[config.mk]
export PLATFORM = sky130hd
export DESIGN_NAME = pipeline_ctrl
export DESIGN_NICKNAME = d
export VERILOG_FILES = /design/src/rtl/pipeline_pkg.sv /design/src/rtl/forward_sel.sv /design/src/rtl/pipeline_ctrl.sv
export SDC_FILE = /design/constraint.sdc
export NUM_CORES = 1
export LEC_CHECK = 0
export BUFFER_PORTS_ARGS = -buffer_cell sky130_fd_sc_hd__buf_2
export CORE_MARGIN = 8
export CORE_UTILIZATION = 50
export CTS_CLUSTER_DIAMETER = 120
export CTS_CLUSTER_SIZE = 16
export DETAILED_ROUTE_END_ITERATION = 6
export PLACE_DENSITY_LB_ADDON = 0.15
export SETUP_SLACK_MARGIN = 0.3
export SKIP_CTS_REPAIR_TIMING = 1
export SLEW_MARGIN = 20
export SYNTH_ARGS = -nofsm -noshare
export SYNTH_HDL_FRONTEND = slang
export SYNTH_SLANG_ARGS = --single-unit
[constraint.sdc]
create_clock -name clk -period 2.3 [get_ports clk]
set_clock_uncertainty 0.15 [all_clocks]
set_input_delay 0.345 -clock clk [delete_from_list [all_inputs] [get_ports clk]]
set_output_delay 0.345 -clock clk [all_outputs]
set_load 0.02 [all_outputs]
[src/rtl/pipeline_pkg.sv]
`default_nettype none
// ============================================================================
// Module      : pipeline_pkg
// Description : Shared encodings for the five-stage core hazard controller:
//               result-select codes, forwarding-select codes and the
//               data-memory handshake state type.
// Revision    : 1.0 - initial release
// ============================================================================
package pipeline_pkg;

   // Result source selects carried down the pipeline
   localparam logic [1:0] RES_ALU = 2'b00;
   localparam logic [1:0] RES_MEM = 2'b01;
   localparam logic [1:0] RES_PC4 = 2'b10;

   // ALU operand forwarding selects
   localparam logic [1:0] FWD_RF  = 2'b00;
   localparam logic [1:0] FWD_W   = 2'b01;
   localparam logic [1:0] FWD_M   = 2'b10;

   // Data-memory handshake state
   typedef enum logic [0:0] {
      IDLE = 1'b0,
      WAIT = 1'b1
   } ctrl_state_t;

   // An M-stage instruction touches data memory when it stores or loads
   function automatic logic is_mem_access(input logic       memwrite,
                                          input logic [1:0] result_src);
      return memwrite | (result_src == RES_MEM);
   endfunction

endpackage
`default_nettype wire

[src/rtl/forward_sel.sv]
`default_nettype none
// ============================================================================
// Module      : forward_sel
// Description : Selects the source of one E-stage ALU operand. The M-stage
//               ALU result wins over the W-stage result; register x0 is
//               never forwarded.
// Ports       : i_rs_e       E-stage source register index
//               i_rd_m       M-stage destination index
//               i_regwrite_m M-stage register write enable
//               i_rd_w       W-stage destination index
//               i_regwrite_w W-stage register write enable
//               o_fwd        operand select (FWD_RF / FWD_W / FWD_M)
// Revision    : 1.0 - initial release
// ============================================================================
module forward_sel
   import pipeline_pkg::*;
#(
   parameter int WIDTH = 5
) (
   input  logic [WIDTH-1:0] i_rs_e,
   input  logic [WIDTH-1:0] i_rd_m,
   input  logic             i_regwrite_m,
   input  logic [WIDTH-1:0] i_rd_w,
   input  logic             i_regwrite_w,
   output logic [1:0]       o_fwd
);

   logic w_hit_m;
   logic w_hit_w;

   assign w_hit_m = i_regwrite_m && (i_rd_m != '0) && (i_rd_m == i_rs_e);
   assign w_hit_w = i_regwrite_w && (i_rd_w != '0) && (i_rd_w == i_rs_e);

   always_comb begin
      o_fwd = FWD_RF;
      if (w_hit_m) begin
         o_fwd = FWD_M;
      end else if (w_hit_w) begin
         o_fwd = FWD_W;
      end
   end

endmodule
`default_nettype wire

[src/rtl/pipeline_ctrl.sv]
`default_nettype none
// ============================================================================
// Module      : pipeline_ctrl
// Description : Hazard and sequencing controller for the five-stage core.
//               Generates pipeline-register stall/flush enables, ALU operand
//               forwarding selects, and runs the data-memory request/ready
//               handshake, freezing the pipeline while memory is busy.
// Ports       : clk, rst              core clock, async active-high reset
//               Rs1D, Rs2D            D-stage sources
//               Rs1E, Rs2E, RdE       E-stage sources / destination
//               ResultSrcE, PCSrcE    E-stage load indicator / branch taken
//               RdM, RegWriteM,
//               MemWriteM, ResultSrcM M-stage destination and controls
//               RdW, RegWriteW        W-stage destination and write enable
//               mem_ready / mem_req   data-memory handshake
//               Stall*/Flush*         pipeline-register controls
//               ForwardAE/BE          operand forwarding selects
//               stall_count           saturating count of StallF cycles
//               mem_err               sticky memory-timeout flag
// Revision    : 1.0 - initial release
// ============================================================================
module pipeline_ctrl
   import pipeline_pkg::*;
#(
   parameter int WIDTH       = 5,
   parameter int MEM_TIMEOUT = 255
) (
   input  logic             clk,
   input  logic             rst,
   input  logic [WIDTH-1:0] Rs1D,
   input  logic [WIDTH-1:0] Rs2D,
   input  logic [WIDTH-1:0] Rs1E,
   input  logic [WIDTH-1:0] Rs2E,
   input  logic [WIDTH-1:0] RdE,
   input  logic [1:0]       ResultSrcE,
   input  logic             PCSrcE,
   input  logic [WIDTH-1:0] RdM,
   input  logic             RegWriteM,
   input  logic             MemWriteM,
   input  logic [1:0]       ResultSrcM,
   input  logic [WIDTH-1:0] RdW,
   input  logic             RegWriteW,
   input  logic             mem_ready,
   output logic             mem_req,
   output logic             StallF,
   output logic             StallD,
   output logic             StallE,
   output logic             StallM,
   output logic             FlushD,
   output logic             FlushE,
   output logic             FlushW,
   output logic [1:0]       ForwardAE,
   output logic [1:0]       ForwardBE,
   output logic [31:0]      stall_count,
   output logic             mem_err
);

   localparam int                 c_CNT_W      = $clog2(MEM_TIMEOUT + 1);
   localparam logic [c_CNT_W-1:0] c_TIMEOUT    = c_CNT_W'(MEM_TIMEOUT);
   localparam logic [c_CNT_W-1:0] c_TIMEOUT_M1 = c_CNT_W'(MEM_TIMEOUT - 1);

   ctrl_state_t        r_state;
   logic [c_CNT_W-1:0] r_wait_cnt;
   logic [31:0]        r_stall_count;
   logic               r_mem_err;

   logic w_mem_access;
   logic w_mem_stall;
   logic w_lw_stall;

   assign w_mem_access = is_mem_access(MemWriteM, ResultSrcM);

   // Stall as soon as an access is outstanding without ready, including its
   // very first cycle, so a single-cycle memory costs nothing.
   assign w_mem_stall = ((r_state == IDLE) && w_mem_access && !mem_ready) ||
                        ((r_state == WAIT) && !mem_ready);

   assign w_lw_stall = (ResultSrcE == RES_MEM) && (RdE != '0) &&
                       ((RdE == Rs1D) || (RdE == Rs2D));

   // ------------------------------------------------------------------------
   // Stall / flush / request generation
   // ------------------------------------------------------------------------
   always_comb begin
      StallF = 1'b0;
      StallD = 1'b0;
      StallE = 1'b0;
      StallM = 1'b0;
      FlushD = 1'b0;
      FlushE = 1'b0;
      FlushW = 1'b0;
      if (w_mem_stall) begin
         // Whole pipe frozen; branch and load-use are not acted on here
         // because the same instructions are still present after release.
         StallF = 1'b1;
         StallD = 1'b1;
         StallE = 1'b1;
         StallM = 1'b1;
         FlushW = 1'b1;
      end else begin
         StallF = w_lw_stall;
         StallD = w_lw_stall;
         FlushD = PCSrcE;
         FlushE = w_lw_stall | PCSrcE;
      end
   end

   // Request held from issue through the ready cycle; killed while in reset
   always_comb begin
      mem_req = 1'b0;
      if (!rst) begin
         mem_req = (r_state == WAIT) || w_mem_access;
      end
   end

   // ------------------------------------------------------------------------
   // Operand forwarding
   // ------------------------------------------------------------------------
   forward_sel #(
      .WIDTH        (WIDTH)
   ) u_fwd_a (
      .i_rs_e       (Rs1E),
      .i_rd_m       (RdM),
      .i_regwrite_m (RegWriteM),
      .i_rd_w       (RdW),
      .i_regwrite_w (RegWriteW),
      .o_fwd        (ForwardAE)
   );

   forward_sel #(
      .WIDTH        (WIDTH)
   ) u_fwd_b (
      .i_rs_e       (Rs2E),
      .i_rd_m       (RdM),
      .i_regwrite_m (RegWriteM),
      .i_rd_w       (RdW),
      .i_regwrite_w (RegWriteW),
      .o_fwd        (ForwardBE)
   );

   // ------------------------------------------------------------------------
   // Handshake FSM, timeout watchdog and stall statistics
   // ------------------------------------------------------------------------
   always_ff @(posedge clk or posedge rst) begin
      if (rst) begin
         r_state       <= IDLE;
         r_wait_cnt    <= '0;
         r_mem_err     <= 1'b0;
         r_stall_count <= '0;
      end else begin
         case (r_state)
            IDLE: begin
               if (w_mem_access && !mem_ready) begin
                  r_state    <= WAIT;
                  r_wait_cnt <= '0;
               end
            end
            WAIT: begin
               // Counter saturates at the limit; the flag latches the cycle
               // the count reaches it and only reset clears it.
               if (r_wait_cnt != c_TIMEOUT) begin
                  r_wait_cnt <= r_wait_cnt + 1'b1;
               end
               if (r_wait_cnt == c_TIMEOUT_M1) begin
                  r_mem_err <= 1'b1;
               end
               if (mem_ready) begin
                  r_state <= IDLE;
               end
            end
            default: begin
               r_state <= IDLE;
            end
         endcase

         if (StallF && (r_stall_count != 32'hFFFF_FFFF)) begin
            r_stall_count <= r_stall_count + 32'd1;
         end
      end
   end

   assign stall_count = r_stall_count;
   assign mem_err     = r_mem_err;

endmodule
`default_nettype wire

Word-level counts from Yosys, hierarchy flattened --
Cells that the tools add are included.
Storage, ports and cells: bits in registers 42, output and inout bits 45, word-level logic and storage cells 59
Cells by class: add/sub/neg operators 2, eq/ne operators 13, muxes and demuxes 15, bitwise operators 3, reductions and logical operators 22
Operators with widths (count):
- $add 32x1->32 const B | 1
- $ne 32x32->1 const B | 1
- $eq 5x5->1 | 6
- $mux 8 | 2
- $pmux 8 s2 | 1
- $reduce_bool 5->1 | 3
- $logic_and 1x1->1 | 13
- $mux 1 | 9
- $add 8x1->8 const B | 1
- $eq 8x8->1 const B | 1
- $ne 8x8->1 const B | 1
- $eq 2x1->1 const B | 2
- $mux 2 | 2
- $ne 2x1->1 const B | 2
- $reduce_and 2->1 | 2
- $logic_or 1x1->1 | 3
- $or 1x1->1 | 2
- $pmux 1 s2 | 1
- $logic_not 1->1 | 1
- $not 1->1 | 1

Longest topological paths before layout --
Gate-level depths: netlist of run 1.
depth after elaboration 7, mapped depth 9, mapped depth without buffers 7

Modules after synthesis --
Synthesis of run 1 repeated with hierarchy kept, for this count alone.
Unflattened totals: cells, all modules 280, area total of the unflattened synthesis 2608.8 um2
By module, submodules not included:
- pipeline_ctrl | instances 1, cells an instance 238, area each 2290.9 um2, seq. area each 1051.0 um2
- forward_sel | instances 2, cells an instance 21, area each 158.9 um2, seq. area each 0.0 um2

Worst setup path after synthesis of run 1 --
OpenSTA, ideal clock, no wires.
path type input to output, from input RdM[0], to output ForwardAE[0], data arrival time 1.868 ns, data required time 1.805 ns, slack -0.063 ns, stages 4, path through or4_1 -> o21ai_0 -> nor4_1 -> nor4_1
Between the ends: longest elaborated chain between the ends 4, elaborated cells between the ends (all ways) 5, classes of those cells eq/ne: 1; mux: 1; reduce/logical: 3
RTL lines:
- from (decl) | line pipeline_ctrl.sv:37 | input logic [WIDTH-1:0] RdM,
- $reduce_bool 5->1 | line forward_sel.sv:31 | assign w_hit_m = i_regwrite_m && (i_rd_m != '0) && (i_rd_m == i_rs_e);
- $logic_and 1x1->1 | line forward_sel.sv:31
- $logic_and 1x1->1 (*) | line forward_sel.sv:31
- via u_fwd_a.w_hit_m | line forward_sel.sv:28 | logic w_hit_m;
- $mux 2 (*) | line forward_sel.sv:36 | if (w_hit_m) begin
- to (decl) | line pipeline_ctrl.sv:52 | output logic [1:0] ForwardAE,
The timed path passes the listed nets; every way through them passes the cells marked *.

Worst setup path in the final report of run 1 --
from register r_stall_count[1] (netlist: stall_count[1]), to register r_stall_count[31] (netlist: stall_count[31])
Between the ends: longest elaborated chain between the ends 2, elaborated cells between the ends (all ways) 3, classes of those cells add/sub: 1; eq/ne: 1; reduce/logical: 1
RTL lines:
- from (decl) | line pipeline_ctrl.sv:64 | logic [31:0] r_stall_count;
- from (signal assigned) | line pipeline_ctrl.sv:177 | r_stall_count <= r_stall_count + 32'd1;
- parallel branches: the longest is 2 deep, another holds $add 32x1->32
Several ways; the timed one is not identified. A chain may end at the register's enable or synchronous reset.

==> metrics, run 1 <==
most frequent cells in the layout=77 x buf_2, 39 x dfrtp_1, 35 x xor2_1; gr ovfl total=0; WHS=-0.02754 ns; simple-gate share of the synthesized area=0.2525; max-slew headroom at the worst pin=0.5735; Gate Count Post-Synth=259; GRT Total Usage=0.1603; mux share of post-synthesis cell area=0; outcome=finished with violations; post-synth top area cell=dfrtp_1; WP data required=2.37 ns; failing checks=hold timing; antenna diode count=0; actual slew at the worst max-slew pin=0.6390 ns; Crit Path Category=flip-flop to flip-flop; leakage power=1.808 nW; Synth Flop Type=dfrtp_1; antenna-violating nets left=0; # nets final=420; area share of the largest cell type after synthesis=0.4126; Max H-tree Level=2; worst reg-to-reg setup slack=0.09 ns; first-pass GRT wire length=9949 µm; CTS tree=built; layout cells sized above 1=0.4624; row count=26; Max-Cap Viols=0; I/O pins=91; routed vias/inst=5.233; total number of vias=2313; Syn Std Cell Area=2547 µm²; Pwr per Cell Area=560.9 nW/µm²; WP data arrival=2.27 ns; FF+latch count, synth=42; number of buffers added on ports=90; clk_lat worst skew=0.30 ns; Starting Density=0.5085; commonest non-fill, non-tap cell in the layout=buf_2; Synth Warn #=0; fin crit period=2.209 ns; Die Y=87.38 µm; Crit. End Element=flip-flop; routability cong.=0.8237; max-slew violations=0; Starting DRT DRC Count=70; Area contributors post-synth=dfrtp_1 41%, xor2_1 13%, xnor2_1 10%; Bufs on Longest Clock Path=2; Core Region=5010 µm²; Post-DP Area=3158 µm²; peak supply drop=696.3 µV; clk sinks=42; area share of xor/xnor cells in the synthesized design=0.2304; Post-DP HPWL=4940 µm; EDFF count, synth=0; async set or reset register ratio after synthesis=1.000; crit-path max FO=8; Final Setup Violations=0; period utilisation layout=0.9603; f_max=452.7 MHz; Compound-Gate Fraction of Synth Area=0.04568; final hold vios=15; Hold WC Path Type=primary input to async pin; Fin Setup TNS=0 ns; CTS clk-pin slew, worst paths=0.09 ns; CP startpoint kind=flip-flop; drt drc=0; synthesized area per cell=9.836 µm²; total power=2.072 mW; initial antenna violation count=0; Netlist cell types=38; Die Wd=87.38 µm; drt pass-1 iters=4; RSZ-0062 raised after global routing=true; DR WL/cell=16.32 µm; Adder-Cell Fraction of Synth Area=0.01473; Detailed Route WL=7215 µm; Synth-to-Final Area Change=44.99%; post-synthesis sequential area ratio=0.4126; clk root buf=clkbuf_8; main combinational cell family by area after synthesis=simple AND/OR/NAND/NOR gates; CTS Buf Count=5; die area=7635 µm²; vias in the first global route=2192; pin count of the biggest net entering global routing=28; Post-Syn Nets=308; Design Area, Final=3694 µm²
==> synth_stat cells (2+ instances only) <==
cell	n
xnor2_1	30
and4_1	6
nor4_1	10
and3_1	6
nor2_1	20
nor3_2	4
nand3_1	16
nand4_1	15
buf_2	2
buf_4	5
dfrtp_1	42
xor2_1	37
nand2_1	17
o21ai_0	4
and2_1	2
inv_1	9
nor2b_1	2
ha_1	3
or4_1	5
nor3_1	4
a21oi_1	2
nand2b_1	2
==> critical path, cell delays in order, from the launching register on <==
cell and delay, ns:
dfrtp_2 0.44, ha_4 0.17, and4_4 0.19, nor3b_1 0.13
a32o_2 0.31, nand2b_4 0.25, nor4b_4 0.32, xor2_1 0.17
==> final cells by class <==
type | count | area (µm²)
Fill cell | 388 | 1316
Clock buffer | 6 | 82.58
Inverter | 9 | 33.78
Sequential cell | 42 | 1055
Tap cell | 70 | 87.58
Multi-Input combinational cell | 200 | 1698
Timing Repair Buffer | 113 | 724.4
Clock inverter | 2 | 12.51
==> registers in the layout, summed over array words and instances (netlist names) <==
register	flops
stall_count	32
r_wait_cnt	8
mem_err	1
r_state	1
==> through the flow <==
| step | worst slack [ns] | std cells | hold WS (ns) | util |
|---|---|---|---|---|
| after floorplan | 0.1681 | 259 | 0.3273 | - |
| after global placement | 0.08357 | 418 | 0.2993 | 0.6304 |
| after detailed placement | 0.06817 | 418 | 0.3087 | 0.6304 |
| after CTS | 0.03818 | 426 | -0.006517 | 0.6494 |
| after global routing | 0.03340 | 442 | 0.04152 | 0.7373 |
| final | 0.09122 | 442 | -0.02754 | 0.7373 |
==> cell families after synthesis <==
kind of cell | after synthesis
buffers and inverters | 18
adder cells (fa/ha/maj) | 3
AND/OR/NAND/NOR | 114
flip-flops | 42
AO/OA/AOI/OAI | 15
XOR/XNOR | 67
==> final timing paths <==
| kind | endpoint | start | depth (start not counted) |
|---|---|---|---|
| setup / recovery | stall_count[31] | stall_count[1] | 7 |
| hold / removal | mem_err | rst | 2 |
| setup reg to reg | stall_count[31] | stall_count[1] | 7 |
| hold reg to reg | mem_err | mem_err | 1 |
| max in group asynchronous | stall_count[12] | rst | 3 |
| min in group clk | r_wait_cnt[6] | mem_ready | 4 |
==> layer usage <==
metal / vias up / track usage / wire length, µm
li1: 1138 / - / -
met1: 1113 / 0.1998 / 2908
met2: 53 / 0.2658 / 3847
met3: 9 / 0.04434 / 392
met4: 0 / 0.03750 / 67
met5: - / 0 / 0
==> report_power, final <==
group	switching [mW]	leakage, nW	internal [mW]
Combinational	0.346	1.21	0.285
Sequential	0.112	0.550	0.824
Clock	0.264	0.0472	0.242
Note: power is estimated with default switching activity, not from simulation.
==> inputs of run 2 (changes only) <==
--- a/config.mk
+++ b/config.mk
@@ -12,6 +12,7 @@
 export CTS_CLUSTER_SIZE = 16
 export DETAILED_ROUTE_END_ITERATION = 6
 export PLACE_DENSITY_LB_ADDON = 0.15
+export RECOVER_POWER = 50
 export SETUP_SLACK_MARGIN = 0.3
 export SKIP_CTS_REPAIR_TIMING = 1
 export SLEW_MARGIN = 20
==> run 2 against run 1 <==
  * The flow still finishes with violations (hold timing)
  * Worst hold slack got worse by 0.0014 ns
  * First-iteration DRC count decreased by 8.6%
  * Die area unchanged
  * Register-to-register slack about the same
  * Combinational power decreased by 1%
  * Design area decreased by 0.68%
  * Clock power about the same
  * Cell count unchanged
  * Routed wire length increased by 0.18%
  * Critical endpoint unchanged
  * Largest cell class unchanged
  * Highest routed layer unchanged
==> metrics, run 2 (synthesis gave the netlist of run 1 again) <==
outcome=finished with violations; failing checks=hold timing; initial antenna violation count=0; die area=7635 µm²; drt drc=0; DR WL/cell=16.35 µm; gr ovfl total=0; Sw Ratio=0.3494; CTS clk-pin slew, worst paths=0.09 ns; Flop pwr share=0.453; max-slew headroom at the worst pin=0.5746; clock power share=0.245; crit-path max FO=8; pin count of the biggest net entering global routing=28; antenna diode count=0; WP data required=2.37 ns; max-slew violations=0; Crit. End Element=flip-flop; Worst R2R End=stall_count[31]; drt pass-1 iters=4; CTS Buf Count=5; final hold vios=15; Pwr per Cell Area=562.8 nW/µm²; clk sinks=42; Post-DP HPWL=4940 µm; I/O pins=91; CP top delay family=simple AND/OR/NAND/NOR gates; Starting DRT DRC Count=64; Slowest cell on crit path=dfrtp_2; actual slew at the worst max-slew pin=0.6374 ns; number of buffers added on ports=90; first-pass GRT wire length=9949 µm; total power=2.065 mW; R2R depth=7; Synth-to-Final Area Change=44.01%; Crit Path Category=flip-flop to flip-flop; crit-path max cell delay=0.45 ns; register area=1054 µm²; WHS=-0.02890 ns; row count=26; commonest non-fill, non-tap cell in the layout=buf_2; Starting Density=0.5085; period utilisation layout=0.9617; # nets final=420; clk root buf=clkbuf_8; CP Cell Sequence=ha_4 -> and4_4 -> nor3b_1 -> a32o_2 -> nand2b_4 -> nor4b_4 -> xor2_1; routability cong.=0.8237; total number of vias=2316; Die Wd=87.38 µm; Fin Setup TNS=0 ns; Int Power=1.343 mW; Final Setup Violations=0; leakage power=1.734 nW; GRT Total Usage=0.1603; max FFs per register=32; CTS tree=built; reg-to-reg startpoint=stall_count[1]; Max-Cap Viols=0; CP startpoint kind=flip-flop; Comb power frac=0.302; Fill cells=402; Bufs on Longest Clock Path=2; DP Worst Slack=0.06817 ns; Detailed Route WL=7228 µm; layout cells sized above 1=0.4086; most frequent cells in the layout=58 x buf_2, 40 x dfrtp_1, 35 x xor2_1; routed vias/inst=5.240; Hold WC Path Type=primary input to async pin; vias in the first global route=2192; Die Y=87.38 µm; crit path buf inv count=0; Psw=0.7213 mW; antenna-violating nets left=0; Max H-tree Level=2; RSZ-0062 raised after global routing=true; Core Region=5010 µm²; clk_lat worst skew=0.30 ns; Multi-input gate area=1698 µm²; f_max=452.1 MHz; final worst slack=0.08818 ns; Setup crit start=stall_count[1]; fin crit period=2.212 ns; peak supply drop=696.7 µV; WP data arrival=2.28 ns; worst reg-to-reg setup slack=0.09 ns
run 2: metrics by stage:
| stage | cell area [µm²] | utilization | hold WS (ns) | cells |
|---|---|---|---|---|
| CTS | 3253 | 0.6494 | -0.006517 | 426 |
| global placement | 3158 | 0.6304 | 0.2993 | 418 |
| global route | 3669 | 0.7323 | 0.04152 | 442 |
| detailed placement | 3158 | 0.6304 | 0.3087 | 418 |
| finish | 3669 | 0.7323 | -0.02890 | 442 |
| floorplan | 2629 | - | 0.3273 | 259 |
run 2: worst max path at each step:
stage	slack, ns	cells past startpoint	endpoint
2_1_floorplan	0.17	9	stall_count[12]
3_3_place_gp	0.08	7	stall_count[11]
3_5_place_dp	0.07	7	stall_count[14]
4_1_cts	0.04	7	stall_count[11]
5_1_grt	0.03	7	stall_count[31]
6_report	0.09	7	stall_count[31]
run 2: metal layers:
layer	global-route usage	vias up	part of all wire
li1	-	1138	-
met2	0.2658	60	0.53
met1	0.1998	1109	0.40
met5	0	-	0
met4	0.03750	0	0.0093
met3	0.04434	9	0.056
run 2: layout make-up:
cell class | count | area share
Sequential cell | 42 | 0.2872
Clock inverter | 2 | 0.003411
Inverter | 9 | 0.009209
Tap cell | 70 | 0.02387
Multi-Input combinational cell | 200 | 0.4628
Timing Repair Buffer | 113 | 0.1910
Clock buffer | 6 | 0.02251
run 2: worst register-to-register path, stage by stage (launching register included):
cell and delay (ns):
dfrtp_2 0.45, ha_4 0.17, and4_4 0.19, nor3b_1 0.14, a32o_2 0.31, nand2b_4 0.25, nor4b_4 0.32, xor2_1 0.17
run 2: power by group through the flow:
stage | combinational (mW) | sequential [mW] | clock [mW]
detailed placement | 0.499 | 0.954 | 0
floorplan | 0.256 | 1.01 | 0
finish | 0.624 | 0.936 | 0.505
global placement | 0.495 | 0.944 | 0
global route | 0.674 | 0.950 | 0.534
CTS | 0.503 | 0.939 | 0.510
==> inputs of run 3 (changes only) <==
--- a/config.mk
+++ b/config.mk
@@ -5,9 +5,10 @@
 export SDC_FILE = /design/constraint.sdc
 export NUM_CORES = 1
 export LEC_CHECK = 0
+export ABC_AREA = 1
 export BUFFER_PORTS_ARGS = -buffer_cell sky130_fd_sc_hd__buf_2
 export CORE_MARGIN = 8
-export CORE_UTILIZATION = 50
+export CORE_UTILIZATION = 53
 export CTS_CLUSTER_DIAMETER = 120
 export CTS_CLUSTER_SIZE = 16
 export DETAILED_ROUTE_END_ITERATION = 6
@@ -15,7 +16,7 @@
 export RECOVER_POWER = 50
 export SETUP_SLACK_MARGIN = 0.3
 export SKIP_CTS_REPAIR_TIMING = 1
-export SLEW_MARGIN = 20
+export SLEW_MARGIN = 15
 export SYNTH_ARGS = -nofsm -noshare
 export SYNTH_HDL_FRONTEND = slang
 export SYNTH_SLANG_ARGS = --single-unit
==> run 3 against run 2 <==
  * Synthesized cell count grew 92%
  * Largest power group unchanged
  * Routed wire length grew 28%
  * Cell count grew 52%
  * The flow now finishes without violations
  * Core utilization shrank 6.0 points
  * Clock power grew 16%
  * Worst setup slack gained 0.25 ns
  * Register-to-register slack gained 0.29 ns
  * Count of clock-buffer cells in the layout shrank 1
==> metrics, run 3 <==
# nets final=646; Post-Syn Nets=546; CTS clk-pin slew, worst paths=0.08 ns; Gate Count Post-Synth=497; Cell Count Post-Placement=657; CP startpoint kind=flip-flop; RSZ-0062 raised after global routing=true; Die Y=94.20 µm; Starting DRT DRC Count=239; most numerous cell in the Yosys netlist=nand2_1; number of buffers added on ports=90; WP data required=1.80 ns; leakage power=2.029 nW; gr ovfl total=0; pin count of the biggest net entering global routing=43; commonest non-fill, non-tap cell in the layout=nand2_1; Sw Ratio=0.3392; fin crit period=1.965 ns; Pwr per Cell Area=506.9 nW/µm²; Fill cells=534; Synth Warn #=0; Max H-tree Level=2; first-pass GRT wire length=15500 µm; actual slew at the worst max-slew pin=1.043 ns; Area contributors post-synth=dfrtp_1 32%, nand2_1 21%, nand3_1 7.7%; Post-DP HPWL=7169 µm; Detailed Route WL=9249 µm; Flop pwr share=0.445; async set or reset register ratio after synthesis=1.000; Netlist cell types=27; routability cong.=0.8818; Comb power frac=0.264; clk root buf=clkbuf_8; die area=8873 µm²; Bufs on Longest Clock Path=2; f_max=508.8 MHz; vias in the first global route=3428; GRT Total Usage=0.2135; CTS tree=built; drt drc=0; area share of the largest cell type after synthesis=0.3243; antenna diode count=0; Synth-to-Final Area Change=22.82%; Max-Cap Viols=0; total number of vias=3498; Hold WC Path Type=primary input to flip-flop; layout cells sized above 1=0.1957; Syn Std Cell Area=3241 µm²; EDFF count, synth=0; outcome=finished clean; I/O pins=91; Final Setup Violations=0; Core Region=5921 µm²; WP data arrival=1.47 ns; routed vias/inst=5.198; max-slew violations=0; peak supply drop=438.5 µV; most frequent cells after synthesis=181 x nand2_1, 61 x nor2_1, 50 x inv_1, 50 x nand3_1, 42 x dfrtp_1; Die Wd=94.20 µm; clock power share=0.290; Psw=0.6843 mW; final hold vios=0; max-slew headroom at the worst pin=0.3047; post-synth top area cell=dfrtp_1; DR WL/cell=13.74 µm; synthesized area per cell=6.520 µm²; Crit. End Element=primary output; Int Power=1.333 mW; Crit Path Category=flip-flop to primary output; drt pass-1 iters=7; post-synthesis sequential area ratio=0.3243; max FFs per register=32; FF+latch count, synth=42; Synth Flop Type=dfrtp_1; crit-path max FO=9; final cell count without fillers=673; initial antenna violation count=0; most frequent cells in the layout=180 x nand2_1, 71 x buf_2, 57 x nor2_1; clk sinks=42; row count=28; CTS Buf Count=5; Starting Density=0.5473; antenna-violating nets left=0; period utilisation layout=0.8545; Fin Setup TNS=0 ns; clk_lat worst skew=0.30 ns
[run 3: cell types whose count changed after synthesis, sizes merged, moves of 6 or more]
cell    change
nand2     +167
nand3      +36
inv        +42
nor2       +44
xor2       -16
nand4       -6
nor4        -8
xnor2      -12
and4        -6
nand3b      +8
[run 3: power by group through the flow]
stage	registers, mW	logic [mW]	clock network (mW)
2_1_floorplan	0.930	0.272	0
3_3_place_gp	0.895	0.467	0
3_5_place_dp	0.901	0.479	0
4_1_cts	0.885	0.481	0.594
5_1_grt	0.910	0.590	0.632
6_report	0.898	0.534	0.586
[run 3: kinds of logic (layout without fill, tap and decap cells)]
| group | Yosys count | count (layout) | synth area share |
|---|---|---|---|
| adders and majority gates | 3 | 3 | 0.01158 |
| muxes | 1 | 1 | 0.003089 |
| buffers and inverters | 64 | 165 | 0.08842 |
| and+or+nand+nor | 333 | 333 | 0.4429 |
| xor gates and xnor gates | 39 | 39 | 0.1054 |
| AOI/OAI and AO/OA | 15 | 15 | 0.02433 |
| DFF | 42 | 42 | 0.3243 |
[run 3: final timing paths]
path,startpoint,to,slack [ns],depth (start not counted)
min in group asynchronous,rst,r_wait_cnt[2],0.30,3
hold / removal,mem_ready,r_state,0.10,2
setup / recovery,r_state,StallD,0.33,5
setup reg to reg,stall_count[1],stall_count[20],0.38,11
hold reg to reg,mem_err,mem_err,0.35,1
max in group asynchronous,rst,stall_count[0],0.99,3
[run 3: critical path, stage by stage (launching register included)]
cell      delay [ns]
dfrtp_1         0.37
inv_1           0.16
a21oi_4         0.21
inv_1           0.09
nand2_4         0.14
clkbuf_4        0.20
[run 3: cell type report]
type	count	area [µm²]	share of cell area
Inverter	51	192.7	0.04841
Timing Repair Buffer	106	551.8	0.1386
Multi-Input combinational cell	391	1981	0.4976
Tap cell	75	93.84	0.02358
Clock inverter	3	40.04	0.01006
Sequential cell	42	1052	0.2644
Clock buffer	5	68.82	0.01729
[run 3: metal layers]
layer,vias up,global-route usage,part of all wire,routed length [µm]
li1,1755,-,-,-
met1,1600,0.2631,0.43,3958
met2,130,0.3586,0.49,4501
met3,13,0.04636,0.070,647
met4,0,0.06869,0.015,141
met5,-,0,0,0
[run 3: metrics by stage]
| stage | hold slack (ns) | area (µm²) | util | power (mW) | setup slack (ns) |
|---|---|---|---|---|---|
| 2_1_floorplan | 0.1907 | 3249 | - | 1.201 | 0.3054 |
| 3_3_place_gp | 0.3076 | 3759 | 0.6348 | 1.361 | 0.2467 |
| 3_5_place_dp | 0.3142 | 3759 | 0.6348 | 1.379 | 0.1215 |
| 4_1_cts | 0.07087 | 3867 | 0.6532 | 1.961 | 0.08062 |
| 5_1_grt | 0.1013 | 3980 | 0.6722 | 2.132 | 0.2196 |
| 6_report | 0.1015 | 3980 | 0.6722 | 2.018 | 0.3346 |
